<file path="src/rtl/text_pkg.sv">
// text_pkg: shared control codes, default screen geometry and FSM encoding for text_writer.
package text_pkg;
    localparam int DEF_COLS = 40;
    localparam int DEF_ROWS = 30;
    localparam logic [7:0] CHR_BS    = 8'h08;
    localparam logic [7:0] CHR_LF    = 8'h0A;
    localparam logic [7:0] CHR_FF    = 8'h0C;
    localparam logic [7:0] CHR_CR    = 8'h0D;
    localparam logic [7:0] CHR_SPACE = 8'h20;
    localparam logic [7:0] CHR_TILDE = 8'h7E;
    typedef enum logic [1:0] {CLR_ALL, IDLE, CLR_ROW} state_t;
    function automatic logic is_printable(input logic [7:0] c);
        return c >= CHR_SPACE && c <= CHR_TILDE;
    endfunction
endpackage

</file>
<file path="src/rtl/cursor_tracker.sv">
// cursor_tracker: holds the text cursor and the RAM base address of its row, wrapping at COLS/ROWS.
module cursor_tracker
    import text_pkg::*;
#(
    parameter int COLS   = DEF_COLS,
    parameter int ROWS   = DEF_ROWS,
    parameter int ADDR_W = 11
) (
    input  logic              clk_i,
    input  logic              rst_ni,
    input  logic              inc_i,
    input  logic              dec_i,
    input  logic              home_col_i,
    input  logic              next_row_i,
    input  logic              home_all_i,
    output logic [5:0]        col_o,
    output logic [4:0]        row_o,
    output logic [ADDR_W-1:0] row_base_o
);
    logic [5:0]        col_q, col_d;
    logic [4:0]        row_q, row_d;
    logic [ADDR_W-1:0] rb_q, rb_d;
    logic              last_col, last_row, adv;
    assign last_col = col_q == 6'(COLS - 1);
    assign last_row = row_q == 5'(ROWS - 1);
    // a printable in the last column advances the row just like LF
    assign adv      = next_row_i || (inc_i && last_col);
    always_comb begin
        col_d = (home_all_i || adv || home_col_i) ? '0 :
                inc_i ? col_q + 6'd1 :
                (dec_i && col_q != '0) ? col_q - 6'd1 : col_q;
        row_d = (home_all_i || (adv && last_row)) ? '0 : adv ? row_q + 5'd1 : row_q;
        rb_d  = (home_all_i || (adv && last_row)) ? '0 : adv ? rb_q + ADDR_W'(COLS) : rb_q;
    end
    always_ff @(posedge clk_i or negedge rst_ni) begin
        if (!rst_ni) begin
            col_q <= '0;
            row_q <= '0;
            rb_q  <= '0;
        end else begin
            col_q <= col_d;
            row_q <= row_d;
            rb_q  <= rb_d;
        end
    end
    assign col_o      = col_q;
    assign row_o      = row_q;
    assign row_base_o = rb_q;
endmodule

</file>
<file path="src/rtl/text_writer.sv">
// text_writer: terminal-style byte sink driving the character RAM write port, with cursor,
// control codes and full/row blanking sequences.
module text_writer
    import text_pkg::*;
#(
    parameter int COLS   = DEF_COLS,
    parameter int ROWS   = DEF_ROWS,
    parameter int ADDR_W = 11,
    parameter int DATA_W = 8
) (
    input  logic              px_clk,
    input  logic              rst_n,
    input  logic [DATA_W-1:0] in_data,
    input  logic              in_valid,
    output logic              in_ready,
    output logic              write_en,
    output logic [ADDR_W-1:0] waddr,
    output logic [DATA_W-1:0] wdata,
    output logic [5:0]        cursor_col,
    output logic [4:0]        cursor_row,
    output logic              busy
);
    localparam logic [ADDR_W-1:0] LAST_ALL = ADDR_W'(COLS * ROWS - 1);
    localparam logic [ADDR_W-1:0] LAST_ROW = ADDR_W'(COLS - 1);

    state_t              state_q, state_d;
    logic [ADDR_W-1:0]   cnt_q, cnt_d, waddr_q, waddr_d, row_base;
    logic [DATA_W-1:0]   wdata_q, wdata_d;
    logic                we_q, we_d;
    logic [5:0]          col;
    logic [4:0]          row;
    logic                accept, prt, is_cr, is_lf, is_bs, is_ff, wrap, clr_done;
    logic                inc, dec, home_col, next_row, home_all;

    assign accept   = in_valid && state_q == IDLE;
    assign prt      = is_printable(in_data);
    assign is_cr    = in_data == CHR_CR;
    assign is_lf    = in_data == CHR_LF;
    assign is_bs    = in_data == CHR_BS;
    assign is_ff    = in_data == CHR_FF;
    assign wrap     = prt && col == 6'(COLS - 1);
    assign clr_done = (state_q == CLR_ALL) ? cnt_q == LAST_ALL : cnt_q == LAST_ROW;

    cursor_tracker #(.COLS(COLS), .ROWS(ROWS), .ADDR_W(ADDR_W)) u_cursor (
        .clk_i      (px_clk),
        .rst_ni     (rst_n),
        .inc_i      (inc),
        .dec_i      (dec),
        .home_col_i (home_col),
        .next_row_i (next_row),
        .home_all_i (home_all),
        .col_o      (col),
        .row_o      (row),
        .row_base_o (row_base)
    );

    always_ff @(posedge px_clk or negedge rst_n) begin
        if (!rst_n) begin
            state_q <= CLR_ALL;
            cnt_q   <= '0;
            we_q    <= 1'b0;
            waddr_q <= '0;
            wdata_q <= '0;
        end else begin
            state_q <= state_d;
            cnt_q   <= cnt_d;
            we_q    <= we_d;
            waddr_q <= waddr_d;
            wdata_q <= wdata_d;
        end
    end

    always_comb begin
        state_d = (state_q != IDLE) ? (clr_done ? IDLE : state_q) :
                  !accept ? IDLE :
                  (wrap || is_lf) ? CLR_ROW :
                  is_ff ? CLR_ALL : IDLE;
    end

    always_comb begin
        cnt_d    = (state_q != IDLE && !clr_done) ? cnt_q + 1'b1 : '0;
        inc      = accept && prt;
        dec      = accept && is_bs && col != '0;
        home_col = accept && is_cr;
        next_row = accept && is_lf;
        home_all = state_q == CLR_ALL && clr_done;
        we_d     = state_q != IDLE || inc || dec;
        // row_base already points at the new row by the time CLR_ROW runs
        waddr_d  = (state_q == CLR_ALL) ? cnt_q :
                   (state_q == CLR_ROW) ? row_base + cnt_q :
                   row_base + ADDR_W'(dec ? col - 6'd1 : col);
        wdata_d  = inc ? in_data : DATA_W'(CHR_SPACE);
    end

    assign in_ready   = state_q == IDLE;
    assign busy       = state_q != IDLE;
    assign write_en   = we_q;
    assign waddr      = waddr_q;
    assign wdata      = wdata_q;
    assign cursor_col = col;
    assign cursor_row = row;
endmodule

</file>
<file path="config.mk">
export PLATFORM = sky130hd
export DESIGN_NAME = text_writer
export DESIGN_NICKNAME = d
export VERILOG_FILES = /design/src/rtl/text_pkg.sv /design/src/rtl/cursor_tracker.sv /design/src/rtl/text_writer.sv
export SDC_FILE = /design/constraint.sdc
export NUM_CORES = 1
export LEC_CHECK = 0
export CAP_MARGIN = 0
export CORE_AREA = 10 10 96 115
export CTS_CLUSTER_SIZE = 8
export DETAILED_ROUTE_END_ITERATION = 8
export DIE_AREA = 0 0 106 125
export GPL_TIMING_DRIVEN = 0
export SKIP_CTS_REPAIR_TIMING = 1
export SLEW_MARGIN = 20
export SYNTH_ARGS = -nofsm -noshare
export SYNTH_HDL_FRONTEND = slang
export SYNTH_SLANG_ARGS = --single-unit
</file>
<file path="constraint.sdc">
create_clock -name px_clk -period 4.25 [get_ports px_clk]
set_clock_uncertainty 0.15 [all_clocks]
set_input_delay 0.85 -clock px_clk [delete_from_list [all_inputs] [get_ports px_clk]]
set_output_delay 0.85 -clock px_clk [all_outputs]
set_load 0.01 [all_outputs]
</file>
==> results of run 1 <==
## registers in the layout, summed over array words and instances, names as in the netlist
name and flops:
write_en 1, u_cursor.row_o 5, waddr 11, wdata 8, u_cursor.col_o 6, cnt_q 11, state_q 2, u_cursor.row_base_o 8
## cells in the final DEF (no fill, tap or decap), drive strengths merged, types with 8 or more instances in the layout
cell type	synthesis	layout
clkbuf	3	8
xnor2	12	12
clkdlybuf4s50	0	36
ha	19	19
o21ai	32	32
nor2	40	40
dfrtp	52	52
nand2	28	28
inv	14	14
buf	6	12
a21o	9	9
a21oi	16	16
xor2	13	13
nand3	12	12
## area by class of cell
cell class              instances  area, um2  share of cell area
multi-input cells             244       1660               0.437
flip-flops and latches         52       1300               0.342
repair buffers                 48        480               0.126
well taps                     120        150              0.0395
clock buffers                   5       68.8              0.0181
inverters                      14       52.6              0.0138
plain buffers                   9       46.3              0.0122
clock inverters                 3       42.5              0.0112
## through the flow
step | hold slack (ns) | instances
2_1_floorplan | 0.330 | 319
3_3_place_gp | 0.358 | 482
3_5_place_dp | 0.376 | 482
4_1_cts | 0.393 | 490
5_1_grt | 0.428 | 495
6_report | 0.388 | 495
## worst max-delay path, stage by stage
cell and delay, ns:
clkdlybuf4s50_1 0.47, nor2_1 0.15, and4b_2 0.31, nand2_4 0.09
or4_4 0.44, xor2_2 0.14, o21ai_1 0.07, ha_1 0.35
nand3_1 0.08, o211ai_1 0.15, o41ai_2 0.43, xnor2_2 0.17
a211o_1 0.27, o211ai_1 0.12
## logic make-up after synthesis
group,Yosys count,synth area share
AND/OR/NAND/NOR,120,0.209
other,1,0.00124
buffers and inverters,23,0.0328
flip-flops,52,0.432
AO/OA/AOI/OAI,74,0.153
XOR/XNOR,25,0.0726
multiplexers,4,0.0141
adder cells (fa/ha/maj),20,0.0855
## metal layers
metal / up-vias / wire [um] / track usage
met5: - / 0 / 0
met4: 0 / 136 / 0.0439
met3: 10 / 238 / 0.0226
met2: 34 / 3670 / 0.185
met1: 1203 / 3070 / 0.131
li1: 1221 / - / -
## worst max-delay path by stage
stage	startpoint	end	slack (ns)
2_1_floorplan	in_data[4]	waddr[10]	0.43
3_3_place_gp	in_data[6]	waddr[10]	-0.43
3_5_place_dp	in_data[6]	waddr[10]	-0.53
4_1_cts	in_data[6]	waddr[10]	-0.23
5_1_grt	in_data[2]	waddr[10]	0.03
6_report	in_data[2]	waddr[10]	0.21
## power breakdown
| part | leakage, nW | total (W) | switching, W | internal (W) |
|---|---|---|---|---|
| Combinational | 1.00 | 0.000840 | 0.000433 | 0.000406 |
| Clock | 0.0541 | 0.000345 | 0.000171 | 0.000174 |
| Sequential | 0.687 | 0.000708 | 0.000108 | 0.000600 |
==> metrics, run 1 <==
run status=complete, no violations; Port Buf Inserts=43; Min-Delay Startpoint=u_cursor.row_o[4]; remaining global-route overflow=0; DRC violation count after routing=0; clk sinks=52; capture endpoint of the worst hold path=u_cursor.row_o[4]; number of flops mapped to enable cells by yosys=0; global-route wire length before repair=12.2 mm; final cell utilization of the core=0.430; Final TNS setup=0 ns; final hold violation count=0; crit-path max FO=6; area overhead of the layout relative to synthesis=26.2%; half-perimeter wire length after placement=5.40 mm; Layout fillers=908; CTS H-Tree Depth=2; die extent in x=106 um; antenna cells=0; required time at the worst-slack endpoint=4.32 ns; depth of the worst register-to-register path=14; Initial DRC Count=93; number of global-route vias before repair=2466; IR Drop Worst-Case VDD=0.323 mV; crit path capture type=flop; largest net degree at the start of global routing=53; final number of setup-violating endpoints=0; arrival time reported for the critical path endpoint=4.11 ns; vias per std cell=4.99; total routing usage reported by global routing=0.109; count of mapped cells out of synthesis=319; Reg2Reg Launch Point=state_q[1]; dominant register cell in the synthesized netlist=dfrtp_1; count of max-cap constraint violations=0; ports placed on the boundary=44; final weighted congestion in routability-driven placement=0.814; clock transition at the registers of the reported paths=0.10 ns; sequential cell area fraction in the yosys report=0.432; category of the critical setup timing path=in -> reg; floorplan core area=8840 um2; count of different cell masters after synthesis=52; synthesized area per cell=9.45 um2; worst-case setup slack after placement=-0.531 ns; startpoint types=input pin; number of warnings printed during yosys synthesis=0; fraction of registers with async set or reset after synthesis=1.00; Die Y-Extent=125 um; final critical-path setup slack=0.213 ns; number of buffers created by CTS=5; routed wire length per instance=14.4 um; vias post-DR=2468; worst-margin pin slew=0.665 ns; minimum period implied by the final worst setup slack=4.04 ns; Clock Tree Buf Depth=2; final period utilization=0.950; most common cell in the synthesized netlist=dfrtp_1; share of Yosys cell area claimed by the top area cell type=0.432; min-delay worst type=reg -> reg; Post-Synthesis Cell Area=3010 um2; final std cell area, no fill=3800 um2; Pleak=1.75 nW; Final Total Pwr=0.00189 W; Clock Latency Late Sink=0.31 ns; most common library cells after synthesis=52 x dfrtp_1, 40 x nor2_1, 31 x o21ai_0; worst setup slack for register-to-register paths=0.57 ns; detailed-router iteration count before antenna repair=4; cells taking the most area after synthesis=dfrtp_1 43%, ha_1 7.9%, o21ai_0 5.1%; library cell used as clock root buffer=clkbuf_8; capture instance of the worst register-to-register path=waddr[10]; power density over the cells=498 nW/um2; die footprint=13300 um2; starting density of the core=0.341; number of nets with antenna violations after detailed routing=0; cell type with the largest total area after synthesis=dfrtp_1; fmax=248 MHz; number of nets in the synthesized netlist=350; antenna violations before repair=0; area post-placement=3590 um2; count of pins over their slew limit=0; Layout Nets=405; number of register bits inferred by synthesis=52; sum of routed wire length over all layers=7.12 mm; standard-cell rows=38; worst max-slew margin expressed relative to the limit=0.557; count of cells along the worst hold path=1; clock tree from TritonCTS=built; setup repair after global routing missed its margin=false; proportion of layout cells with a drive suffix above 1=0.0960
No activity file was read; power rests on OpenSTA's default activity.
==> run 2, diff against run 1 <==
--- a/config.mk
+++ b/config.mk
@@ -11,6 +11,7 @@
 export DETAILED_ROUTE_END_ITERATION = 8
 export DIE_AREA = 0 0 106 125
 export GPL_TIMING_DRIVEN = 0
+export SETUP_SLACK_MARGIN = 0.4
 export SKIP_CTS_REPAIR_TIMING = 1
 export SLEW_MARGIN = 20
 export SYNTH_ARGS = -nofsm -noshare
==> metrics, run 2 (synthesis gave the netlist of run 1 again) <==
Comb pwr share=0.444; Layout fillers=906; routed length on met1=3.08 mm; Die Y-Extent=125 um; global-route wire length before repair=12.2 mm; crit-path max FO=6; remaining global-route overflow=0; power density over the cells=497 nW/um2; most frequent standard cell in the layout excluding fill and tap cells=dfrtp_1; area overhead of the layout relative to synthesis=26.2%; clock tree from TritonCTS=built; met2 WL post-DR=3.67 mm; capture instance of the worst register-to-register path=waddr[10]; startpoint types=input pin; Layout Nets=405; floorplan core area=8840 um2; vias post-DR=2474; sum of routed wire length over all layers=7.12 mm; number of nets with antenna violations after detailed routing=0; setup repair after global routing missed its margin=true; proportion of layout cells with a drive suffix above 1=0.104; sequential power share=0.374; portion of total power attributed to the clock network=0.182; worst-margin pin slew=0.665 ns; number of buffers created by CTS=5; count of cells along the worst hold path=1; Min-Delay Startpoint=u_cursor.row_o[4]; worst max-slew margin expressed relative to the limit=0.557; final critical-path setup slack=0.425 ns; Clock Latency Late Sink=0.31 ns; final period utilization=0.900; Port Buf Inserts=43; antenna violations before repair=0; Final Total Pwr=0.00189 W; net load switching power=0.000712 W; Initial DRC Count=91; antenna cells=0; CTS H-Tree Depth=2; count of max-cap constraint violations=0; category of the critical setup timing path=in -> reg; fmax=261 MHz; Internal Power=0.00118 W; depth of the worst register-to-register path=14; run status=complete, no violations; minimum period implied by the final worst setup slack=3.82 ns; half-perimeter wire length after placement=5.40 mm; DRC violation count after routing=0; Pleak=1.75 nW; Clock Tree Buf Depth=2; final weighted congestion in routability-driven placement=0.814; switching share of total power=0.376; IR Drop Worst-Case VDD=0.323 mV; ports placed on the boundary=44; clk sinks=52; Final TNS setup=0 ns; final number of setup-violating endpoints=0; required time at the worst-slack endpoint=4.32 ns; library cell used as clock root buffer=clkbuf_8; commonest cells after routing, fill and taps aside=52 x dfrtp_1, 40 x nor2_1, 33 x clkdlybuf4s50_1; largest net degree at the start of global routing=53; uppermost layer routed=met4; starting density of the core=0.341; worst setup slack for register-to-register paths=0.57 ns; Reg2Reg Launch Point=state_q[1]; detailed-router iteration count before antenna repair=4; die extent in x=106 um; crit path capture type=flop; arrival time reported for the critical path endpoint=3.89 ns; final hold violation count=0; die footprint=13300 um2; standard-cell rows=38; worst-case setup slack after placement=-0.531 ns; number of global-route vias before repair=2466; met3 routed WL=238 um; count of pins over their slew limit=0; total routing usage reported by global routing=0.109; clock transition at the registers of the reported paths=0.10 ns; routed wire length per instance=14.4 um; min-delay worst type=reg -> reg; capture endpoint of the worst hold path=u_cursor.row_o[4]; vias per std cell=5.00
run 2: changes by cell type in the layout (fill, tap and decap cells not counted):
cell and change:
buf_6 +1, clkbuf_2 +1, buf_8 +1, clkdlybuf4s50_1 -3
run 2: per-layer routing:
metal	vias to the layer above	GRT usage
li1	1222	-
met1	1208	0.131
met2	34	0.185
met3	10	0.0226
met4	0	0.0439
met5	-	0
run 2: layout make-up:
type | instances | area [um2] | share of cell area
Buffer | 9 | 46.3 | 0.0122
Clock buffer | 5 | 68.8 | 0.0181
Clock inverter | 3 | 42.5 | 0.0112
Inverter | 14 | 52.6 | 0.0138
Multi-Input combinational cell | 244 | 1660 | 0.437
Sequential cell | 52 | 1300 | 0.342
Tap cell | 120 | 150 | 0.0395
Timing Repair Buffer | 48 | 482 | 0.127
run 2: critical path, stage by stage:
cell      delay (ns)
buf_8           0.10
nor4b_4         0.29
and4b_2         0.33
nand2_4         0.09
or4_4           0.44
xor2_2          0.14
o21ai_1         0.07
ha_1            0.35
nand3_1         0.08
o211ai_1        0.15
o41ai_2         0.43
xnor2_2         0.17
a211o_1         0.27
o211ai_1        0.12
run 2: power groups by stage:
stage	clock network (W)	registers (W)	logic, W
floorplan	0	0.000730	0.000468
global placement	0	0.000715	0.000819
detailed placement	0	0.000715	0.000829
CTS	0.000355	0.000706	0.000835
global route	0.000371	0.000725	0.000940
finish	0.000345	0.000708	0.000840
run 2: how the worst max path moves through the flow:
| stage | start | end | slack (ns) | depth (start not counted) |
|---|---|---|---|---|
| after floorplan | in_data[4] | waddr[10] | 0.43 | 13 |
| after global placement | in_data[6] | waddr[10] | -0.43 | 14 |
| after detailed placement | in_data[6] | waddr[10] | -0.53 | 14 |
| after CTS | in_data[6] | waddr[10] | -0.23 | 14 |
| after global routing | in_data[4] | waddr[10] | 0.24 | 14 |
| final | in_data[4] | waddr[10] | 0.43 | 14 |
run 2: stage by stage:
step	cell area, um2	instances	util	hold slack [ns]
detailed placement	3590	482	0.406	0.376
finish	3800	495	0.430	0.388
global route	3800	495	0.430	0.428
CTS	3700	490	0.419	0.393
global placement	3590	482	0.406	0.358
floorplan	3010	319	-	0.330
==> run 3, diff against run 2 <==
--- a/config.mk
+++ b/config.mk
@@ -5,7 +5,7 @@
 export SDC_FILE = /design/constraint.sdc
 export NUM_CORES = 1
 export LEC_CHECK = 0
-export CAP_MARGIN = 0
+export CAP_MARGIN = 20
 export CORE_AREA = 10 10 96 115
 export CTS_CLUSTER_SIZE = 8
 export DETAILED_ROUTE_END_ITERATION = 8
==> results of run 3 <==
The final DEF is identical to that of run 2; final timing and power are the same.
